===== src/rtl/imem_loader_pkg.sv =====
// Shared types and constants for the instruction-memory loader.
// The stream is a 2-byte word count, 4 bytes per word, then one XOR checksum byte.
package imem_loader_pkg;

  typedef enum logic [2:0] {
    IDLE   = 3'd0,
    HDR_LO = 3'd1,
    HDR_HI = 3'd2,
    DATA   = 3'd3,
    WRITE  = 3'd4,
    CHECK  = 3'd5,
    DONE   = 3'd6,
    ERR    = 3'd7
  } state_e;

  localparam int BYTES_PER_WORD = 4;
  localparam int HDR_BYTES      = 2;

  // Running checksum step: the image checksum is a plain XOR over the data bytes.
  function automatic logic [7:0] csum_step(input logic [7:0] acc, input logic [7:0] b);
    return acc ^ b;
  endfunction

endpackage


===== src/rtl/imem_loader_if.sv =====
// Loader bundle: load control, byte-stream handshake, RAM write port and status.
// The master side is the byte source / system; the slave side is the loader.
interface imem_loader_if;
  logic        start;
  logic        byte_valid;
  logic [7:0]  byte_data;
  logic        byte_ready;
  logic        we;
  logic [31:0] wa;
  logic [31:0] wd;
  logic        cpu_hold;
  logic        done;
  logic        error;

  modport master (
    output start, byte_valid, byte_data,
    input  byte_ready, we, wa, wd, cpu_hold, done, error
  );

  modport slave (
    input  start, byte_valid, byte_data,
    output byte_ready, we, wa, wd, cpu_hold, done, error
  );
endinterface


===== src/rtl/imem_word_packer.sv =====
// Packs stream bytes little-endian into a 32-bit word and keeps the running checksum.
// word_next is the buffer with the current byte inserted, so the 4th byte is usable at once.
module imem_word_packer
  import imem_loader_pkg::*;
(
  input  logic        clk,
  input  logic        reset,
  input  logic        clear,
  input  logic        load,
  input  logic [7:0]  byte_in,
  output logic [31:0] word_next,
  output logic        last,
  output logic [7:0]  checksum
);

  logic [1:0]  idx_r;
  logic [31:0] buf_r;
  logic [7:0]  csum_r;

  // Insert the incoming byte at the current byte lane.
  always_comb begin
    word_next = buf_r;
    case (idx_r)
      2'd0:    word_next[7:0]   = byte_in;
      2'd1:    word_next[15:8]  = byte_in;
      2'd2:    word_next[23:16] = byte_in;
      2'd3:    word_next[31:24] = byte_in;
      default: word_next        = buf_r;
    endcase
  end

  assign last     = (idx_r == 2'(BYTES_PER_WORD - 1));
  assign checksum = csum_r;

  // Byte index, word buffer and checksum state.
  always_ff @(posedge clk or negedge reset) begin
    if (!reset) begin
      idx_r  <= 2'd0;
      buf_r  <= 32'd0;
      csum_r <= 8'd0;
    end else if (clear) begin
      idx_r  <= 2'd0;
      buf_r  <= 32'd0;
      csum_r <= 8'd0;
    end else if (load) begin
      idx_r  <= idx_r + 2'd1;
      buf_r  <= word_next;
      csum_r <= csum_step(csum_r, byte_in);
    end
  end

endmodule


===== src/rtl/imem_loader.sv =====
// Loads a byte-stream program image into instruction RAM while holding the CPU in reset.
// byte_ready is a pure state decode; every other output is registered.
module imem_loader
  import imem_loader_pkg::*;
#(
  parameter int DEPTH = 64,
  parameter int CNT_W = 16
) (
  input  logic         clk,
  input  logic         reset,
  imem_loader_if.slave bus
);

  localparam int AW = $clog2(DEPTH);

  state_e             state_r;
  logic [AW-1:0]      addr_r;
  logic [CNT_W-1:0]   remaining_r;
  logic [7:0]         cnt_lo_r;
  logic               we_r;
  logic [31:0]        wa_r;
  logic [31:0]        wd_r;
  logic               cpu_hold_r;
  logic               done_r;
  logic               error_r;

  logic               byte_ready_s;
  logic               xfer_s;
  logic               start_ok_s;
  logic               pk_clear_s;
  logic               pk_load_s;
  logic [31:0]        pk_word_s;
  logic               pk_last_s;
  logic [7:0]         pk_csum_s;
  logic [CNT_W-1:0]   count_s;
  logic               count_bad_s;

  // Ready decode: the loader only takes bytes in header, data and checksum states.
  always_comb begin
    byte_ready_s = 1'b0;
    case (state_r)
      HDR_LO, HDR_HI, DATA, CHECK: byte_ready_s = 1'b1;
      default:                     byte_ready_s = 1'b0;
    endcase
  end

  // Start is honoured only when no load is in progress.
  always_comb begin
    start_ok_s = 1'b0;
    case (state_r)
      IDLE, DONE, ERR: start_ok_s = bus.start;
      default:         start_ok_s = 1'b0;
    endcase
  end

  assign xfer_s      = bus.byte_valid & byte_ready_s;
  assign pk_clear_s  = start_ok_s;
  assign pk_load_s   = xfer_s & (state_r == DATA);
  assign count_s     = CNT_W'({bus.byte_data, cnt_lo_r});
  assign count_bad_s = (count_s == {CNT_W{1'b0}}) || (count_s > CNT_W'(DEPTH));

  imem_word_packer u_packer (
    .clk       (clk),
    .reset     (reset),
    .clear     (pk_clear_s),
    .load      (pk_load_s),
    .byte_in   (bus.byte_data),
    .word_next (pk_word_s),
    .last      (pk_last_s),
    .checksum  (pk_csum_s)
  );

  // Load sequencer with address/remaining counters and registered outputs.
  always_ff @(posedge clk or negedge reset) begin
    if (!reset) begin
      state_r     <= IDLE;
      addr_r      <= {AW{1'b0}};
      remaining_r <= {CNT_W{1'b0}};
      cnt_lo_r    <= 8'd0;
      we_r        <= 1'b0;
      wa_r        <= 32'd0;
      wd_r        <= 32'd0;
      cpu_hold_r  <= 1'b0;
      done_r      <= 1'b0;
      error_r     <= 1'b0;
    end else begin
      we_r <= 1'b0;
      case (state_r)
        IDLE, DONE, ERR: begin
          if (start_ok_s) begin
            state_r     <= HDR_LO;
            addr_r      <= {AW{1'b0}};
            remaining_r <= {CNT_W{1'b0}};
            cpu_hold_r  <= 1'b1;
            done_r      <= 1'b0;
            error_r     <= 1'b0;
          end
        end
        HDR_LO: begin
          if (xfer_s) begin
            cnt_lo_r <= bus.byte_data;
            state_r  <= HDR_HI;
          end
        end
        HDR_HI: begin
          if (xfer_s) begin
            if (count_bad_s) begin
              state_r <= ERR;
              error_r <= 1'b1;
            end else begin
              remaining_r <= count_s;
              state_r     <= DATA;
            end
          end
        end
        DATA: begin
          if (xfer_s && pk_last_s) begin
            state_r <= WRITE;
            we_r    <= 1'b1;
            wa_r    <= {{(32 - AW - 2){1'b0}}, addr_r, 2'b00};
            wd_r    <= pk_word_s;
          end
        end
        WRITE: begin
          remaining_r <= remaining_r - CNT_W'(1);
          // The final word does not advance addr, so it never wraps at full depth.
          if (remaining_r == CNT_W'(1)) begin
            state_r <= CHECK;
          end else begin
            addr_r  <= addr_r + AW'(1);
            state_r <= DATA;
          end
        end
        CHECK: begin
          if (xfer_s) begin
            if (bus.byte_data == pk_csum_s) begin
              state_r    <= DONE;
              done_r     <= 1'b1;
              cpu_hold_r <= 1'b0;
            end else begin
              state_r <= ERR;
              error_r <= 1'b1;
            end
          end
        end
        default: state_r <= IDLE;
      endcase
    end
  end

  assign bus.byte_ready = byte_ready_s;
  assign bus.we         = we_r;
  assign bus.wa         = wa_r;
  assign bus.wd         = wd_r;
  assign bus.cpu_hold   = cpu_hold_r;
  assign bus.done       = done_r;
  assign bus.error      = error_r;

endmodule


===== src/flat_wrapper.sv =====
// flat-port wrapper written by rule: the top's interface ports become plain ports
module imem_loader_flat import imem_loader_pkg::*;
#(
  parameter int DEPTH = 64,
  parameter int CNT_W = 16
)
  (clk, reset, bus_start, bus_byte_valid, bus_byte_data, bus_byte_ready, bus_we, bus_wa, bus_wd, bus_cpu_hold, bus_done, bus_error);
  imem_loader_if bus_i ();
  input  logic clk;
  input  logic reset;
  input wire logic [$bits(bus_i.start)-1:0] bus_start;
  input wire logic [$bits(bus_i.byte_valid)-1:0] bus_byte_valid;
  input wire logic [$bits(bus_i.byte_data)-1:0] bus_byte_data;
  output wire logic [$bits(bus_i.byte_ready)-1:0] bus_byte_ready;
  output wire logic [$bits(bus_i.we)-1:0] bus_we;
  output wire logic [$bits(bus_i.wa)-1:0] bus_wa;
  output wire logic [$bits(bus_i.wd)-1:0] bus_wd;
  output wire logic [$bits(bus_i.cpu_hold)-1:0] bus_cpu_hold;
  output wire logic [$bits(bus_i.done)-1:0] bus_done;
  output wire logic [$bits(bus_i.error)-1:0] bus_error;
  assign bus_i.start = bus_start;
  assign bus_i.byte_valid = bus_byte_valid;
  assign bus_i.byte_data = bus_byte_data;
  assign bus_byte_ready = bus_i.byte_ready;
  assign bus_we = bus_i.we;
  assign bus_wa = bus_i.wa;
  assign bus_wd = bus_i.wd;
  assign bus_cpu_hold = bus_i.cpu_hold;
  assign bus_done = bus_i.done;
  assign bus_error = bus_i.error;
  imem_loader #(.DEPTH(DEPTH), .CNT_W(CNT_W)) u_core (.clk(clk), .reset(reset), .bus(bus_i));
endmodule

===== config.mk =====
export PLATFORM = sky130hd
export DESIGN_NAME = imem_loader_flat
export DESIGN_NICKNAME = d
export VERILOG_FILES = /design/src/rtl/imem_loader_pkg.sv /design/src/rtl/imem_loader_if.sv /design/src/rtl/imem_word_packer.sv /design/src/rtl/imem_loader.sv /design/src/flat_wrapper.sv
export SDC_FILE = /design/constraint.sdc
export NUM_CORES = 1
export LEC_CHECK = 0
export BUFFER_PORTS_ARGS = -buffer_cell sky130_fd_sc_hd__buf_2
export CORE_MARGIN = 3
export CORE_UTILIZATION = 45
export CTS_BUF_LIST = sky130_fd_sc_hd__clkbuf_16
export DETAILED_ROUTE_END_ITERATION = 8
export GPL_ROUTABILITY_DRIVEN = 0
export PLACE_DENSITY = 0.73
export SYNTH_ARGS = -nofsm -noshare
export SYNTH_HDL_FRONTEND = slang
export SYNTH_SLANG_ARGS = --single-unit

===== constraint.sdc =====
create_clock -name clk -period 3.2 [get_ports clk]
set_clock_uncertainty 0.2 [all_clocks]
set_input_delay 0.16 -clock clk [delete_from_list [all_inputs] [get_ports clk]]
set_output_delay 0.16 -clock clk [all_outputs]
set_load 0.02 [all_outputs]

==> results of run 1 <==
per-layer routing:
metal / up-vias / wire length (um)
met5: - / 0
met4: 0 / 174
met3: 15 / 676
met2: 137 / 5912
met1: 2093 / 5426
li1: 2042 / -
repair_timing:
item | 4_1_cts | 5_1_grt
endpoints found under the hold margin | 67 | 0
hold buffers | 9 | 0
setup buffers | 0 | 0
cell families (layout without fill, tap and decap cells):
family          Yosys count  after routing  synth area share, %
xor+xnor                 18             18                2.869
other cells               1             26              0.06826
buf+inv                  78             99                7.606
simple gates            228            228                19.31
mux                      35             35                6.582
fa+ha+maj                 7              7                1.594
compound gates          113            113                12.32
flops                   109            109                49.65
cells in the mapped netlist (3+ instances only):
cell type / number
xor2_1: 17
o22ai_1: 3
a31oi_1: 7
nor3_1: 14
buf_4: 28
ha_1: 7
mux2i_1: 26
buf_2: 10
o21ai_0: 41
nor2_1: 27
clkbuf_1: 26
mux2_2: 9
and3_1: 3
inv_1: 10
nand2b_1: 3
dfrtp_1: 109
nand2_1: 121
nand4_1: 3
nor3_2: 3
nor4_1: 5
nand3_1: 27
or3_1: 7
o2bb2ai_1: 5
a21oi_1: 37
through the flow:
stage / cells / area (um2) / setup WS, ns / utilization, % / hold WS [ns]
2_1_floorplan: 614 / 5588 / 1.311 / - / -0.3356
3_3_place_gp: 754 / 5749 / 0.8899 / 49.30 / 0.05008
3_5_place_dp: 754 / 5749 / 0.8235 / 49.30 / 0.05922
4_1_cts: 778 / 6097 / 0.7498 / 52.28 / 0.04653
6_report: 778 / 6097 / 0.7364 / 52.28 / 0.06477
5_1_grt: 778 / 6097 / 0.5357 / 52.28 / 0.08319
final cells by class:
type / count / area [um2]
tap: 143 / 178.9
inverter: 12 / 45.04
sequential: 109 / 2728
timing repair buffer: 72 / 442.9
clock inverter: 6 / 32.53
fill: 1060 / 5565
clock buffer: 9 / 225.2
multi-input combinational: 427 / 2445
sequential cells by signal (all words and copies together) (netlist names):
register,flops
u_core.bus.done,1
u_core.bus.wd,32
u_core.bus.cpu_hold,1
u_core.remaining_r,16
u_core.addr_r,6
u_core.u_packer.checksum,8
u_core.state_r,3
u_core.u_packer.idx_r,2
u_core.cnt_lo_r,8
u_core.bus.we,1
u_core.u_packer.buf_r,24
u_core.bus.wa,6
u_core.bus.error,1
critical path: stages, from the launching register on:
cell and delay (ns):
dfrtp_1 0.73, nor2_1 0.12, nand2_1 0.43, nor3_1 0.17, or4_1 0.52, a21oi_1 0.19
power groups by stage:
stage | clock [mW] | sequential, mW | combinational (mW)
4_1_cts | 1.02 | 2.30 | 2.28
5_1_grt | 1.08 | 2.38 | 2.55
2_1_floorplan | 0 | 2.40 | 1.57
6_report | 0.998 | 2.30 | 2.28
3_5_place_dp | 0 | 2.33 | 2.25
3_3_place_gp | 0 | 2.29 | 2.17
layout by cell type (no fill, tap or decap), types with 3 or more instances in the layout:
cell type,count
nand2_1,120
dfrtp_1,109
buf_2,53
o21ai_0,41
a21oi_1,37
nor2_1,27
nand3_1,27
mux2i_1,26
conb_1,26
xor2_1,17
nor3_1,14
inv_1,11
mux2_2,9
clkbuf_16,9
dlygate4sd3_1,9
buf_4,9
a31oi_1,7
or3_1,7
ha_1,7
nor4_1,5
o2bb2ai_1,5
and3_1,3
nor3_2,3
nand4_1,3
o22ai_1,3
nand2b_1,3
clkinv_1,3
worst paths after layout:
kind                                   start                  to
setup / recovery           u_core.state_r[1]    u_core.addr_r[5]
hold / removal                     bus_start   u_core.state_r[1]
setup reg to reg           u_core.state_r[1]    u_core.addr_r[5]
hold reg to reg             u_core.bus.wa[5]    u_core.bus.wa[5]
max in group asynchronous              reset  u_core.cnt_lo_r[3]
min in group asynchronous              reset    u_core.bus.wd[7]
==> out/metrics.cfg, run 1 <==
[yosys]
syn_avg_cell_area_um2 = 9.328
synthTopCellsByArea = dfrtp_1, nand2_1, mux2i_1, buf_4, o21ai_0
async_reset_ff_share_pct = 100.0
syn-instance-count = 589
synth_seq_cells = 109
yosysSeqAreaShare_pct = 49.65
synth_edf_count = 0
yosysTopAreaCell = dfrtp_1
netlist_area_um2 = 5494
synth_top_area_share_pct = 49.65
synth_cell_types = 56
ys.flop_type = dfrtp_1
synth_warnings = 0

[global_route]
grt_pass1_vias = 4188
grt_use_met3_pct = 4.301
antenna_found_initial = 0
grt_use_met2_pct = 31.24
grt_max_degree = 56
grt-busiest-layer = met2
grt_first_pass_wirelength_um = 20610
gr-total-overflow = 0
gr-usage-met1_pct = 25.64
grt_use_total_pct = 19.17

[clock_network]
worstSkewPairLatency_ns = 0.35
clkTransAtPathRegs_ns = 0.07
cts_sinks = 109
cts_tree = yes
clockRootBuffer = clkbuf_16
clockBufferDepth = 2
cts_resized = 0
cts_buffers = 9
htree_levels = 3

[routing]
post_drt_wl_per_cell_um = 15.67
vias = 4287
drt-initial-drc-count = 383
drc = 0
antenna_left = 0
via_per_inst = 5.510
dr.pass1.iters = 5
drt_wl_total_um = 12190

[pwr]
cellPowerDensity_nw_per_um2 = 915.2
internal_power_mw = 3.259
vdd_drop_max_v = 0.0003411
switching_share_pct = 41.59
leakage_nw = 2.884
clockPowerShare_pct = 17.9
finalPower_mw = 5.580
p_sw_mw = 2.321
power.share.sequential_pct = 41.3
p_comb_share_pct = 40.9

[timing]
hold_viol_final = 0
period_needed_ns = 2.464
fin_crit_sh_pct = 76.99
worst_pin_slew_ns = 0.9345
final.setup.tns_ns = 0
rsz0062_at_grt = no
slew_viol_final = 0
setup_viol = 0
relSlewSlack_pct = 37.36
fmax_ghz = 0.4059

[floorplanning]
io_pins = 81
row_count = 39
initial_core_util_pct = 47.11
coreArea_um2 = 11660
dieArea_um2 = 13570
die_h_um = 116.5
die_x_um = 116.5

[final_layout]
antenna_cells = 0
syn2layout_area_growth_pct = 10.98
final_nets = 650
layout-drive-gt1-share_pct = 15.28

[setup_path]
crit_arrival_ns = 2.52
path_max_fanout = 19
cp.required_ns = 3.26
worst-r2r-setup-slack_ns = 0.74
critical_path_class = reg2reg
ff2ff_path_depth = 5
startpoint_type = register
end_kind = register

[hold_path]
worst_hold_path_type = in2reg
min_path_cells = 4

[run]
cap_violations = 0

[placement]
dp_hpwl_um = 8259
portBuffers = 54

[outcome]
outcome = completed

(Power assumes the default switching activity.)
==> run 2: changes to the inputs <==
- PLACE_DENSITY: 0.73 -> 0.76
- clock period: 3.2 -> 2.1 ns (I/O delays scaled with it)
==> out/metrics.cfg, run 2 (synthesized netlist as in run 1, its figures left out) <==
[clock_network]
cts_sinks = 109
clockBufferDepth = 2
clkTransAtPathRegs_ns = 0.07
htree_levels = 3
cts_buffers = 9
clockRootBuffer = clkbuf_16
cts_tree = yes
worstSkewPairLatency_ns = 0.35

[setup_path]
startpoint_type = register
crit_arrival_ns = 2.05
cp_num_buf_inv = 0
critPathMaxStageDelay_ns = 0.45
path_max_fanout = 5
crit_chain = nor3_4 -> nand4_1 -> or3_1 -> and3_1 -> a211o_1
rr_startpoint = u_core.remaining_r[2]
ff2ff_path_depth = 5
r2r_end = u_core.remaining_r[15]
end_kind = register
cp.required_ns = 2.14
critical_path_class = reg2reg
critPathTopFamily = simple AND/OR/NAND/NOR gates
crit_cells = 5
cp_slowest_cell = dfrtp_1
worst-r2r-setup-slack_ns = 0.09

[run]
cap_violations = 0

[final_layout]
final_common_cell = nand2_1
stdcell_area_um2 = 6352
final_cell_mix = nand2_1, dfrtp_1, buf_2
largest_reg_flops = 32
finish.utilization_pct = 54.47
layout-drive-gt1-share_pct = 18.96
antenna_cells = 0
syn2layout_area_growth_pct = 15.62
final_nets = 669

[global_route]
grt_use_total_pct = 18.25
antenna_found_initial = 0
grt_first_pass_wirelength_um = 19510
gr-total-overflow = 0
grt_max_degree = 61
grt_pass1_vias = 4091

[routing]
drc = 0
drt_wl_total_um = 11970
antenna_left = 0
drt-initial-drc-count = 414
post_drt_wl_per_cell_um = 15.02
via_per_inst = 5.460
dr.pass1.iters = 5
vias = 4352

[pwr]
p_sw_mw = 3.609
clockPowerShare_pct = 18.0
switching_share_pct = 41.24
leakage_nw = 3.002
internal_power_mw = 5.141
p_comb_share_pct = 42.3
cellPowerDensity_nw_per_um2 = 1377
vdd_drop_max_v = 0.0004945
finalPower_mw = 8.750
power.share.sequential_pct = 39.7

[floorplanning]
initial_core_util_pct = 47.11
coreArea_um2 = 11660
die_x_um = 116.5
row_count = 39
die_h_um = 116.5
dieArea_um2 = 13570
io_pins = 81

[timing]
period_needed_ns = 2.012
fmax_ghz = 0.4970
fin_crit_sh_pct = 95.80
hold_viol_final = 22
rsz0062_at_grt = yes
final.setup.tns_ns = 0
whs_ns = -0.007743
setup_viol = 0
slew_viol_final = 0

[placement]
placed_area_um2 = 5892
portBuffers = 54
dp_hpwl_um = 8076

[outcome]
outcome = complete, but fails checks
violations = negative hold slack

[hold_path]
worst_hold_path_type = in2async

-- run 2: how the worst max path moves through the flow --
stage / endpoint / start / slack, ns
global placement: u_core.remaining_r[10] / u_core.cnt_lo_r[5] / 0.10
finish: u_core.remaining_r[15] / u_core.remaining_r[2] / 0.09
global route: u_core.remaining_r[15] / u_core.remaining_r[9] / 0.003
detailed placement: u_core.remaining_r[8] / u_core.cnt_lo_r[5] / 0.07
CTS: u_core.remaining_r[8] / u_core.cnt_lo_r[5] / 0.06
floorplan: u_core.bus.wd[22] / u_core.u_packer.idx_r[0] / 0.21
-- run 2: per-layer routing --
metal,track usage [%],vias to the layer above,part of all wire [%]
li1,-,2085,-
met1,24.18,2061,44
met2,28.34,178,47
met3,3.368,28,6.7
met4,10.05,0,2.6
met5,0,-,0
-- run 2: through the flow --
stage	worst slack [ns]	hold slack, ns	instances
2_1_floorplan	0.2111	-0.3906	614
3_5_place_dp	0.07053	-0.1678	768
6_report	0.08812	-0.007743	797
3_3_place_gp	0.1006	-0.1812	768
5_1_grt	0.002889	0.05138	797
4_1_cts	0.05543	0.1385	795
-- run 2: area by class of cell --
class                           count  area, um2
Fill cell                        1008       5310
Clock buffer                        9      225.2
Multi-Input combinational cell    427       2502
Timing Repair Buffer               91      630.6
Inverter                           12      45.04
Tap cell                          143      178.9
Sequential cell                   109       2729
Clock inverter                      6      41.29
-- run 2: power by group through the flow --
stage	logic, mW	registers, mW	clock network (mW)
after floorplan	2.40	3.66	0
after global placement	3.48	3.44	0
after detailed placement	3.59	3.49	0
after CTS	3.64	3.45	1.59
after global routing	4.09	3.57	1.67
final	3.70	3.47	1.58
-- run 2: worst reg2reg max path: cells and delay by family (launching register included) --
family          cells  cell delay [ns]
flops               1             0.45
simple gates        4             1.04
compound gates      1             0.22
-- run 2: repair_timing --
action,in CTS,in global routing
gates resized for setup,0,14
setup buffers,0,3
endpoints found under the setup margin,0,33
hold buffers,12,0
hold endpoints to repair,130,0
